$ cat config.mk
export PLATFORM = sky130hd
export DESIGN_NAME = keccak_theta
export DESIGN_NICKNAME = d
export VERILOG_FILES = /design/src/rtl/keccak_theta_pkg.sv /design/src/rtl/keccak_theta_cu.sv /design/src/rtl/keccak_theta.sv
export SDC_FILE = /design/constraint.sdc
export NUM_CORES = 1
export LEC_CHECK = 0
export ABC_AREA = 0
export CORE_ASPECT_RATIO = 0.8
export CORE_MARGIN = 4
export CORE_UTILIZATION = 40
export DETAILED_ROUTE_END_ITERATION = 8
export GPL_TIMING_DRIVEN = 1
export PLACE_DENSITY_LB_ADDON = 0.1
export SLEW_MARGIN = 40
export SYNTH_ARGS = -nofsm -noshare
export SYNTH_HDL_FRONTEND = slang
export SYNTH_SLANG_ARGS = --single-unit
$ cat constraint.sdc
create_clock -name clk -period 21.7 [get_ports clk]
set_input_delay 6.51 -clock clk [delete_from_list [all_inputs] [get_ports clk]]
set_output_delay 6.51 -clock clk [all_outputs]
set_load 0.005 [all_outputs]
$ cat src/rtl/keccak_theta_pkg.sv
// -----------------------------------------------------------------------------
// keccak_theta_pkg
// Shared definitions for the Keccak theta stage: control-unit state encoding,
// state-array geometry constants and the mod-5 lane-coordinate step helper.
// -----------------------------------------------------------------------------
package keccak_theta_pkg;

    localparam int NUM_LANES = 25;
    localparam int LANES_X   = 5;
    localparam int LANES_Y   = 5;

    // Seven control states in a 3-bit encoding.
    typedef enum logic [2:0] {
        ST_IDLE      = 3'd0,
        ST_INIT      = 3'd1,
        ST_PAR_READ  = 3'd2,
        ST_PAR_ACC   = 3'd3,
        ST_UPD_READ  = 3'd4,
        ST_UPD_WRITE = 3'd5,
        ST_FINISH    = 3'd6
    } state_t;

    // Step a lane coordinate (0..4) by +1 (up=1) or -1 (up=0), wrapping mod 5.
    function automatic logic [2:0] coord_step(input logic [2:0] v, input logic up);
        logic [2:0] r;
        if (up) begin
            r = (v == 3'(LANES_X - 1)) ? 3'd0 : v + 3'd1;
        end else begin
            r = (v == 3'd0) ? 3'(LANES_X - 1) : v - 3'd1;
        end
        return r;
    endfunction

endpackage

$ cat src/rtl/keccak_theta_cu.sv
// -----------------------------------------------------------------------------
// keccak_theta_cu
// Control unit of the theta stage: state register, next-state logic and Moore
// output decode. Sequences a parity pass (read/accumulate per lane) followed by
// an update pass (read/write per lane), then pulses done for one cycle.
//
// Ports:
//   clk, reset  clock, asynchronous active-high reset
//   start       begin request, honoured only in Idle
//   last_lane   datapath counters currently point at lane 24
//   ready       high in Idle only
//   done        one-cycle pulse in Finish
//   rd_en       source read strobe (ParRead, UpdRead)
//   wr_en       destination write strobe (UpdWrite)
//   clear       clear column parities and x/y counters (Init)
//   accumulate  fold rd_data into C[x] (ParAcc)
//   advance     step the x/y counters (ParAcc, UpdWrite)
// -----------------------------------------------------------------------------
module keccak_theta_cu
    import keccak_theta_pkg::*;
(
    input  logic clk,
    input  logic reset,
    input  logic start,
    input  logic last_lane,
    output logic ready,
    output logic done,
    output logic rd_en,
    output logic wr_en,
    output logic clear,
    output logic accumulate,
    output logic advance
);

    state_t state;
    state_t state_next;

    // NOTE: sequential state uses non-blocking assignments so every register
    // samples the pre-edge values of its neighbours.
    always_ff @(posedge clk or posedge reset) begin
        if (reset) begin
            state <= ST_IDLE;
        end else begin
            state <= state_next;
        end
    end

    // NOTE: every output gets a default before the case so no path through
    // this block leaves a signal unassigned (which would infer a latch).
    always_comb begin
        state_next = state;
        ready      = 1'b0;
        done       = 1'b0;
        rd_en      = 1'b0;
        wr_en      = 1'b0;
        clear      = 1'b0;
        accumulate = 1'b0;
        advance    = 1'b0;

        case (state)
            ST_IDLE: begin
                ready = 1'b1;
                if (start) begin
                    state_next = ST_INIT;
                end
            end
            ST_INIT: begin
                clear      = 1'b1;
                state_next = ST_PAR_READ;
            end
            ST_PAR_READ: begin
                rd_en      = 1'b1;
                state_next = ST_PAR_ACC;
            end
            ST_PAR_ACC: begin
                accumulate = 1'b1;
                advance    = 1'b1;
                // Counters wrap from lane 24 back to lane 0, so the update
                // pass starts from cleared counters without an extra state.
                state_next = last_lane ? ST_UPD_READ : ST_PAR_READ;
            end
            ST_UPD_READ: begin
                rd_en      = 1'b1;
                state_next = ST_UPD_WRITE;
            end
            ST_UPD_WRITE: begin
                wr_en      = 1'b1;
                advance    = 1'b1;
                state_next = last_lane ? ST_FINISH : ST_UPD_READ;
            end
            ST_FINISH: begin
                done       = 1'b1;
                state_next = ST_IDLE;
            end
            default: begin
                state_next = ST_IDLE;
            end
        endcase
    end

endmodule

$ cat src/rtl/keccak_theta.sv
// -----------------------------------------------------------------------------
// keccak_theta
// Theta step of the Keccak permutation. Reads the 25-lane state from a source
// lane memory (synchronous read, latency 1), accumulates the five column
// parities C[x], then rewrites every lane as A[x,y] ^ D[x] with
// D[x] = C[x-1] ^ rotl1(C[x+1]) into the destination memory, in lane order
// 0..24. Source and destination may be the same memory: each lane is read just
// before it is written and C is complete before the update pass starts.
//
// Ports:
//   clk, reset  clock, asynchronous active-high reset
//   start       begin request, accepted only while ready=1
//   ready       high in Idle only
//   done        one-cycle pulse after the last lane is written
//   rd_en       source read strobe
//   rd_addr     source lane index (5*y + x)
//   rd_data     source lane data, valid the cycle after rd_en
//   wr_en       destination write strobe
//   wr_addr     destination lane index (5*y + x)
//   wr_data     theta result for wr_addr
// -----------------------------------------------------------------------------
module keccak_theta
    import keccak_theta_pkg::*;
#(
    parameter int W  = 64,
    parameter int AW = 5
) (
    input  logic          clk,
    input  logic          reset,
    input  logic          start,
    output logic          ready,
    output logic          done,
    output logic          rd_en,
    output logic [AW-1:0] rd_addr,
    input  logic [W-1:0]  rd_data,
    output logic          wr_en,
    output logic [AW-1:0] wr_addr,
    output logic [W-1:0]  wr_data
);

    logic          clear;
    logic          accumulate;
    logic          advance;
    logic          last_lane;

    logic [W-1:0]  c_reg [LANES_X];
    logic [2:0]    x_cnt;
    logic [2:0]    y_cnt;
    logic [AW-1:0] lane_idx;

    logic [W-1:0]  c_prev;
    logic [W-1:0]  c_next;
    logic [W-1:0]  d_cur;

    keccak_theta_cu u_cu (
        .clk        (clk),
        .reset      (reset),
        .start      (start),
        .last_lane  (last_lane),
        .ready      (ready),
        .done       (done),
        .rd_en      (rd_en),
        .wr_en      (wr_en),
        .clear      (clear),
        .accumulate (accumulate),
        .advance    (advance)
    );

    // Lane index 5*y + x built from shifts and adds.
    assign lane_idx  = AW'({y_cnt, 2'b00}) + AW'(y_cnt) + AW'(x_cnt);
    assign last_lane = (lane_idx == AW'(NUM_LANES - 1));

    assign rd_addr = lane_idx;
    assign wr_addr = lane_idx;

    // x/y lane counters: x runs 0..4, y steps when x wraps. Both wrap to 0
    // after lane 24, which leaves them cleared at the end of each pass.
    always_ff @(posedge clk or posedge reset) begin
        if (reset) begin
            x_cnt <= 3'd0;
            y_cnt <= 3'd0;
        end else if (clear) begin
            x_cnt <= 3'd0;
            y_cnt <= 3'd0;
        end else if (advance) begin
            x_cnt <= coord_step(x_cnt, 1'b1);
            if (x_cnt == 3'(LANES_X - 1)) begin
                y_cnt <= coord_step(y_cnt, 1'b1);
            end
        end
    end

    // Column parity registers. C[x] only changes during the parity pass, so it
    // is frozen for the whole update pass.
    // NOTE: this is a small register bank, not a RAM, so it takes the
    // asynchronous reset like any other flop.
    always_ff @(posedge clk or posedge reset) begin
        if (reset) begin
            for (int i = 0; i < LANES_X; i++) begin
                c_reg[i] <= '0;
            end
        end else if (clear) begin
            for (int i = 0; i < LANES_X; i++) begin
                c_reg[i] <= '0;
            end
        end else if (accumulate) begin
            for (int i = 0; i < LANES_X; i++) begin
                if (x_cnt == 3'(i)) begin
                    c_reg[i] <= c_reg[i] ^ rd_data;
                end
            end
        end
    end

    // Select C[x-1] and C[x+1] (mod 5) for the current column.
    always_comb begin
        c_prev = '0;
        c_next = '0;
        for (int i = 0; i < LANES_X; i++) begin
            if (coord_step(x_cnt, 1'b0) == 3'(i)) begin
                c_prev = c_reg[i];
            end
            if (coord_step(x_cnt, 1'b1) == 3'(i)) begin
                c_next = c_reg[i];
            end
        end
    end

    // D[x] = C[x-1] ^ rotl1(C[x+1]); the MSB of C[x+1] wraps into bit 0.
    assign d_cur   = c_prev ^ {c_next[W-2:0], c_next[W-1]};
    assign wr_data = rd_data ^ d_cur;

endmodule

Yosys cells after proc, flatten, opt, wreduce, memory -nomap -nowiden

Index checks and enable logic that the tools add are counted.

Add/sub/neg operators: 5
Equal/unequal tests: 21
Mux-type cells: 36
Bitwise gates (word level): 7
Reductions and logical operators: 19

Operators with widths:

| operator              | count |
|---|---|
| $mux W64              | 15 |
| $mux W320             | 2 |
| $xor A64 B64 Y64      | 7 |
| $mux W3               | 10 |
| $eq A3 B2 Y1 const B  | 8 |
| $eq A3 B3 Y1 const B  | 7 |
| $pmux W3 S6           | 1 |
| $reduce_bool A2 Y1    | 7 |
| $eq A3 B1 Y1 const B  | 4 |
| $logic_not A3 Y1      | 4 |
| $reduce_and A2 Y1     | 6 |
| $add A5 B3 Y5         | 2 |
| $mux W1               | 7 |
| $add A3 B1 Y3 const B | 2 |
| $eq A5 B5 Y1 const B  | 1 |
| $reduce_or A2 Y1      | 2 |
| $sub A3 B1 Y3 const B | 1 |
| $mux W2               | 1 |
| $ne A2 B2 Y1 const B  | 1 |

Register bits: 329
Bits of input ports: 67
Logic and storage cells: 96

Longest topological paths before layout

Gate-level depths: netlist (run 1).

Depth after elaboration: 10
Mapped depth: 13
Mapped depth without buffers: 9

Hierarchy

A second synthesis (run 1) with hierarchy kept.

Cells, all modules: 2699
Area total of the unflattened synthesis: 22356.4 µm²

Modules (own cells, without submodules):

| module          | times used | cells an instance | area an instance (µm²) |
|---|---|---|---|
| keccak_theta    | 1          | 2677              | 22143.7 |
| keccak_theta_cu | 1          | 22                | 212.7 |

Worst setup path after synthesis (run 1)

No wires, ideal clock.

Path type: input to output
From: input rd_data[42]
To: output wr_data[42]
Arrival: 6.831 ns
Slack: 8.359 ns
Stages: 2
Buffers on the path: 0
Cell sequence: xor2_1 -> xnor2_1

Cells in the longest elaborated chain, start to end: 1

Ends and longest elaborated chain:

| what             | line                | source |
|---|---|---|
| start, declared  | keccak_theta.sv:35  | `input logic [W-1:0] rd_data,` |
| $xor A64 B64 Y64 | keccak_theta.sv:131 | `assign wr_data = rd_data ^ d_cur;` |
| end, declared    | keccak_theta.sv:38  | `output logic [W-1:0] wr_data` |

Every way passes these cells.

Worst setup path after layout (run 1)

From: input rd_data[62]
To: output wr_data[62]

Same word-level chain as after synthesis.

==> results.yml, run 1 <==
status:
  status: "complete, no violations"
setup_path:
  critPathArrivalTime_ns: 8.25
  critPathLaunch: "rd_data[62]"
  cp_slowest_cell: "clkdlybuf4s50_1"
  cp_top_family: "buffers and inverters"
  crit_chain: "clkdlybuf4s50_1 > xnor2_1 > xnor2_1 > clkdlybuf4s50_1"
  cp-end-kind: "output port"
  cp_num_buf_inv: 2
  crit_type: "input pin to output port"
  slowest_delay_ns: 0.60
  critPathMaxFanout: 6
  crit_required_ns: 15.19
  crit_path_start_kind: "input pin"
  regToRegStartpoint: "x_cnt[1]"
clock_tree:
  cts.reportedPaths.clkPinSlew_ns: 0.06
  post_cts_resized: 0
  cts_buffer_depth: 3
  cts-root-buf: "clkbuf_16"
  cts_sinks: 329
  cts_tree: "built"
  cts.htree.levels: 2
  clk_latency_ns: 0.58
  post_cts_buffers: 0
  holdBufCountCts: 0
  cts_made_buffers: 41
route:
  drc: 0
  highest_layer: "met5"
  dr.first_iter.drc_count: 2341
  wl_met3_um: 7653
  wl_met1_um: 36590
  antenna_left: 0
  dr_wl_met2_um: 37370
  wl_um: 84050
  dr.pass1.iters: 5
  vias: 20160
  viasPerCell: 5.935
  wl_per_cell_um: 24.75
timing:
  max_freq_ghz: 0.06773
  finalHoldViolCount: 0
  slew_viol_final: 0
  period_minus_slack_ns: 14.76
  fin_crit_sh: 0.6804
  maxSlewHeadroom: 0.3811
  finalSetupViolCount: 0
  worstMarginPinSlew_ns: 0.9284
  rsz0062_at_grt: "false"
  fin_tns_setup_ns: 0
  finalClockSkew_ns: 0.02157
synth:
  synth-compound-area-share: 0.1787
  synth_xor_area_frac: 0.1797
  synth_warnings: 0
  synth_top_family_by_area: "simple AND/OR/NAND/NOR gates"
  synth_simple_gate_area_share: 0.2011
  yosysTopAreaCellShare: 0.3744
  synth_area_leaders: "dfrtp_1, xor2_1, nand2_1"
  syn_inst: 2654
  ys.flop_type: "dfrtp_1"
  muxShareOfSynthArea: 0.001480
  synthArstFlopShare: 1.000
  synth.largest_area_cell: "dfrtp_1"
  synthAdderAreaFrac: 0.01149
  syn_nets: 2740
  synth_edf_count: 0
  ys_types: 51
  syn_area_mm2: 0.02199
  ys_seq_elements: 329
  avgSynthCellArea_um2: 8.285
  synth-seq-area-share: 0.3744
global_route:
  grt_use_total: 0.2796
  grt_antenna_before_repair: 1
  grt_pass1_wl_um: 128000
  overflow: 0
  grt_pass1_vias: 20040
  grt_max_degree: 120
floorplan:
  initial_core_util: 0.4064
  die_area_mm2: 0.05881
  num_io_pins: 145
  rows: 76
  core_mm2: 0.05411
  fp.dieW_um: 270.1
  die_height_um: 217.7
worst_hold_path:
  hold_start: "c_reg[307]"
  hold_path.class: "flop to flop"
finish:
  finish.utilization: 0.4692
  final_nets: 2748
  area_growth_pct: 15.46
  num-fill-cells: 5171
  largest_reg_flops: 320
  drive_gt1_frac: 0.06276
  regArea_mm2: 0.008233
  multiInputGateArea_mm2: 0.01278
place:
  routabilityCongestion: 0.8444
  io_buffer_count: 144
  place_hpwl_um: 45040
run:
  cap_violations: 0
==> layer usage <==
layer	GRT usage	up-vias
met2	0.4374	972
met3	0.05456	180
met4	0.08808	2
li1	-	8972
met5	0.01234	-
met1	0.3917	10030
==> per-stage QoR <==
stage	worst slack, ns	area, um2	hold slack [ns]	instances
6_report	6.936	25390	0.5591	3396
5_1_grt	6.908	25380	0.5750	3395
4_1_cts	6.985	25350	0.5587	3394
3_5_place_dp	6.980	24010	0.5401	3320
3_3_place_gp	7.000	23920	0.5355	3318
2_1_floorplan	6.079	21990	0.5122	2654
==> cell families after synthesis <==
| kind of cell | after synthesis |
|---|---|
| AO/OA/AOI/OAI | 558 |
| XOR/XNOR | 451 |
| adder cells (fa/ha/maj) | 19 |
| buffers and inverters | 292 |
| flip-flops | 329 |
| multiplexers | 3 |
| AND/OR/NAND/NOR | 1002 |
==> cell usage after synthesis (59+ instances only) <==
library cell / number
a21oi_1: 106
dfrtp_1: 329
o21ai_0: 59
xor2_1: 282
nor2b_1: 66
a221oi_1: 65
clkbuf_1: 168
nor2_1: 373
o22ai_1: 88
nand2_1: 422
xnor2_1: 169
inv_1: 64
==> worst paths after layout <==
path | cells past startpoint | slack [ns] | to
worst max-delay path | 4 | 6.94 | wr_data[62]
worst min-delay path | 2 | 0.56 | c_reg[307]
worst max register to register | 11 | 17.12 | c_reg[45]
worst min register to register | 2 | 0.56 | c_reg[307]
max in group asynchronous | 4 | 13.72 | c_reg[67]
min in group asynchronous | 2 | 6.50 | u_cu.state[1]
==> placed cells by master (no fill, tap or decap), types with 13 or more instances in the layout <==
master	n
o21ai_0	59
a22oi_1	30
xor2_1	282
clkdlybuf4s50_1	144
nand2_1	420
a221oi_1	65
a2bb2oi_1	24
a222oi_1	24
a22o_1	13
clkbuf_16	43
o41ai_1	24
a311oi_1	14
o22ai_1	88
a21oi_1	106
and3b_1	15
nor2b_1	65
a211oi_1	41
dfrtp_1	329
nor2_1	369
nand3_1	28
xnor2_1	169
or3b_1	15
o221a_1	24
buf_4	38
nand2b_1	41
inv_1	63
o21ai_1	28
or3b_2	25
==> worst reg2reg max path: stages, from the launching register on <==
cell	delay [ns]
dfrtp_1	0.55
inv_1	0.24
ha_4	0.21
ha_4	0.65
buf_4	0.69
inv_1	0.21
a21oi_4	0.33
buf_4	0.59
buf_4	0.59
nand2_1	0.15
xor2_1	0.19
nor2_1	0.05
==> final cells by class <==
| class | count | share of cell area |
|---|---|---|
| Antenna cell | 1 | 0.00009857 |
| Clock buffer | 66 | 0.05012 |
| Clock inverter | 8 | 0.002809 |
| Inverter | 64 | 0.009956 |
| Multi-Input combinational cell | 2033 | 0.5033 |
| Sequential cell | 329 | 0.3243 |
| Tap cell | 702 | 0.03460 |
| Timing Repair Buffer | 193 | 0.07486 |
Power of run 1 is not shown: default switching activity piles up to over one toggle a cycle in this logic, so the estimate is an artifact.
==> inputs of run 2 (changes only) <==
==> constraint.sdc (replaced) <==
create_clock -name clk -period 12.35 [get_ports clk]
set_input_delay 3.705 -clock clk [delete_from_list [all_inputs] [get_ports clk]]
set_output_delay 3.705 -clock clk [all_outputs]
set_load 0.005 [all_outputs]
==> run 2 against run 1 <==
Via count down 0.62%; register-to-register slack lost 9.1 ns; design area hardly changed; core utilization about the same; first-iteration DRC count down 10%; final cell count unchanged; global-route usage shrank 0.38 points; critical path type is now flop to output port; die area stayed put; sequential share of layout area about the same; clock skew up 0.0016 ns; wire length fell by 1.3%; non-clock buffer count increased by 4.
==> results.yml, run 2 (synthesized netlist as in run 1, its figures left out) <==
timing:
  finalSetupViolCount: 0
  rsz0062_at_grt: "false"
  max_freq_ghz: 0.1077
  fin_tns_setup_ns: 0
  period_minus_slack_ns: 9.285
  finalHoldViolCount: 0
  maxSlewHeadroom: 0.3824
  fin_crit_sh: 0.7518
  slew_viol_final: 0
  finalClockSkew_ns: 0.02321
  hold_ws_ns: 0.5581
  worstMarginPinSlew_ns: 0.9265
finish:
  largest_reg_flops: 320
  final_cell_mix: "nand2_1, nor2_1, dfrtp_1"
  area_growth_pct: 15.40
  drive_gt1_frac: 0.06424
  final_common_cell: "nand2_1"
  final_nets: 2751
route:
  viasPerCell: 5.898
  antenna_left: 0
  wl_per_cell_um: 24.42
  dr.first_iter.drc_count: 2101
  wl_um: 82930
  vias: 20030
  drc: 0
  dr.pass1.iters: 9
global_route:
  grt_max_degree: 110
  grt_pass1_wl_um: 126800
  overflow: 0
  grt_use_total: 0.2759
  grt_antenna_before_repair: 2
  grt_pass1_vias: 19980
clock_tree:
  cts.reportedPaths.clkPinSlew_ns: 0.06
  cts_sinks: 329
  post_cts_buffers: 0
  cts_buffer_depth: 3
  cts.htree.levels: 2
  cts_tree: "built"
  clk_latency_ns: 0.58
  cts-root-buf: "clkbuf_16"
  cts_made_buffers: 40
  holdBufCountCts: 0
  post_cts_resized: 0
floorplan:
  die_height_um: 217.7
  initial_core_util: 0.4064
  rows: 76
  num_io_pins: 145
  core_mm2: 0.05411
  die_area_mm2: 0.05881
  fp.dieW_um: 270.1
setup_path:
  crit_chain: "inv_1 > ha_4 > ha_2 > nor2_2 > buf_4 > and3_4 > buf_4 > o21ai_0 > a221oi_1 > xnor2_1 > clkdlybuf4s50_1"
  crit_path_start_kind: "flop"
  critPathArrivalTime_ns: 5.58
  crit_required_ns: 8.64
  cp-end-kind: "output port"
  cp_slowest_cell: "and3_4"
  critPathMaxFanout: 33
  path_common_cell: "buf_4"
  slowest_delay_ns: 0.69
  crit_type: "flop to output port"
place:
  routabilityCongestion: 0.8152
  place_hpwl_um: 45350
  io_buffer_count: 144
worst_hold_path:
  hold_path.class: "flop to flop"
run:
  cap_violations: 0
status:
  status: "complete, no violations"
## run 2: final cells by class
| class | instances | area, um2 |
|---|---|---|
| antenna | 1 | 2.502 |
| fill | 5195 | 28730 |
| timing repair buffer | 197 | 1962 |
| multi-input combinational | 2033 | 12780 |
| tap | 702 | 878.3 |
| clock buffer | 60 | 1217 |
| clock inverter | 10 | 60.06 |
| sequential | 329 | 8233 |
| inverter | 64 | 244.0 |
## run 2: stage by stage
| step | instance area, um2 | instances | util | setup slack [ns] |
|---|---|---|---|---|
| after global routing | 25370 | 3396 | 0.4689 | 2.917 |
| after detailed placement | 24080 | 3325 | 0.4450 | 3.279 |
| after global placement | 23930 | 3318 | 0.4422 | 3.284 |
| after floorplan | 21990 | 2654 | - | 4.252 |
| final | 25370 | 3396 | 0.4689 | 3.065 |
| after CTS | 25360 | 3395 | 0.4686 | 3.136 |
## run 2: worst paths after layout
check | start | to | slack [ns] | cells after the start
min reg2reg | c_reg[275] | c_reg[275] | 0.56 | 2
min in group asynchronous | reset | c_reg[209] | 3.63 | 3
min | c_reg[275] | c_reg[275] | 0.56 | 2
max | x_cnt[1] | wr_data[50] | 3.07 | 11
max reg2reg | x_cnt[1] | c_reg[7] | 8.06 | 10
max in group asynchronous | reset | c_reg[46] | 6.85 | 6
## run 2: critical path: cells and delay by family, from the launching register on
| family | cells | cell delay (ns) |
|---|---|---|
| adder cells (fa/ha/maj) | 2 | 0.47 |
| AO/OA/AOI/OAI | 2 | 0.65 |
| AND/OR/NAND/NOR | 2 | 1.19 |
| buffers and inverters | 4 | 1.88 |
| XOR/XNOR | 1 | 0.18 |
| flip-flops | 1 | 0.63 |
## run 2: routing by layer
layer  track usage  vias to the layer above  routed length (um)
met2        0.4376                      952               37570
li1              -                     8981                   -
met5             0                        -                   8
met3       0.04444                      168                7176
met4       0.08930                        2                2266
met1        0.3875                     9928               35910
Power of run 2 is left out for the same reason.
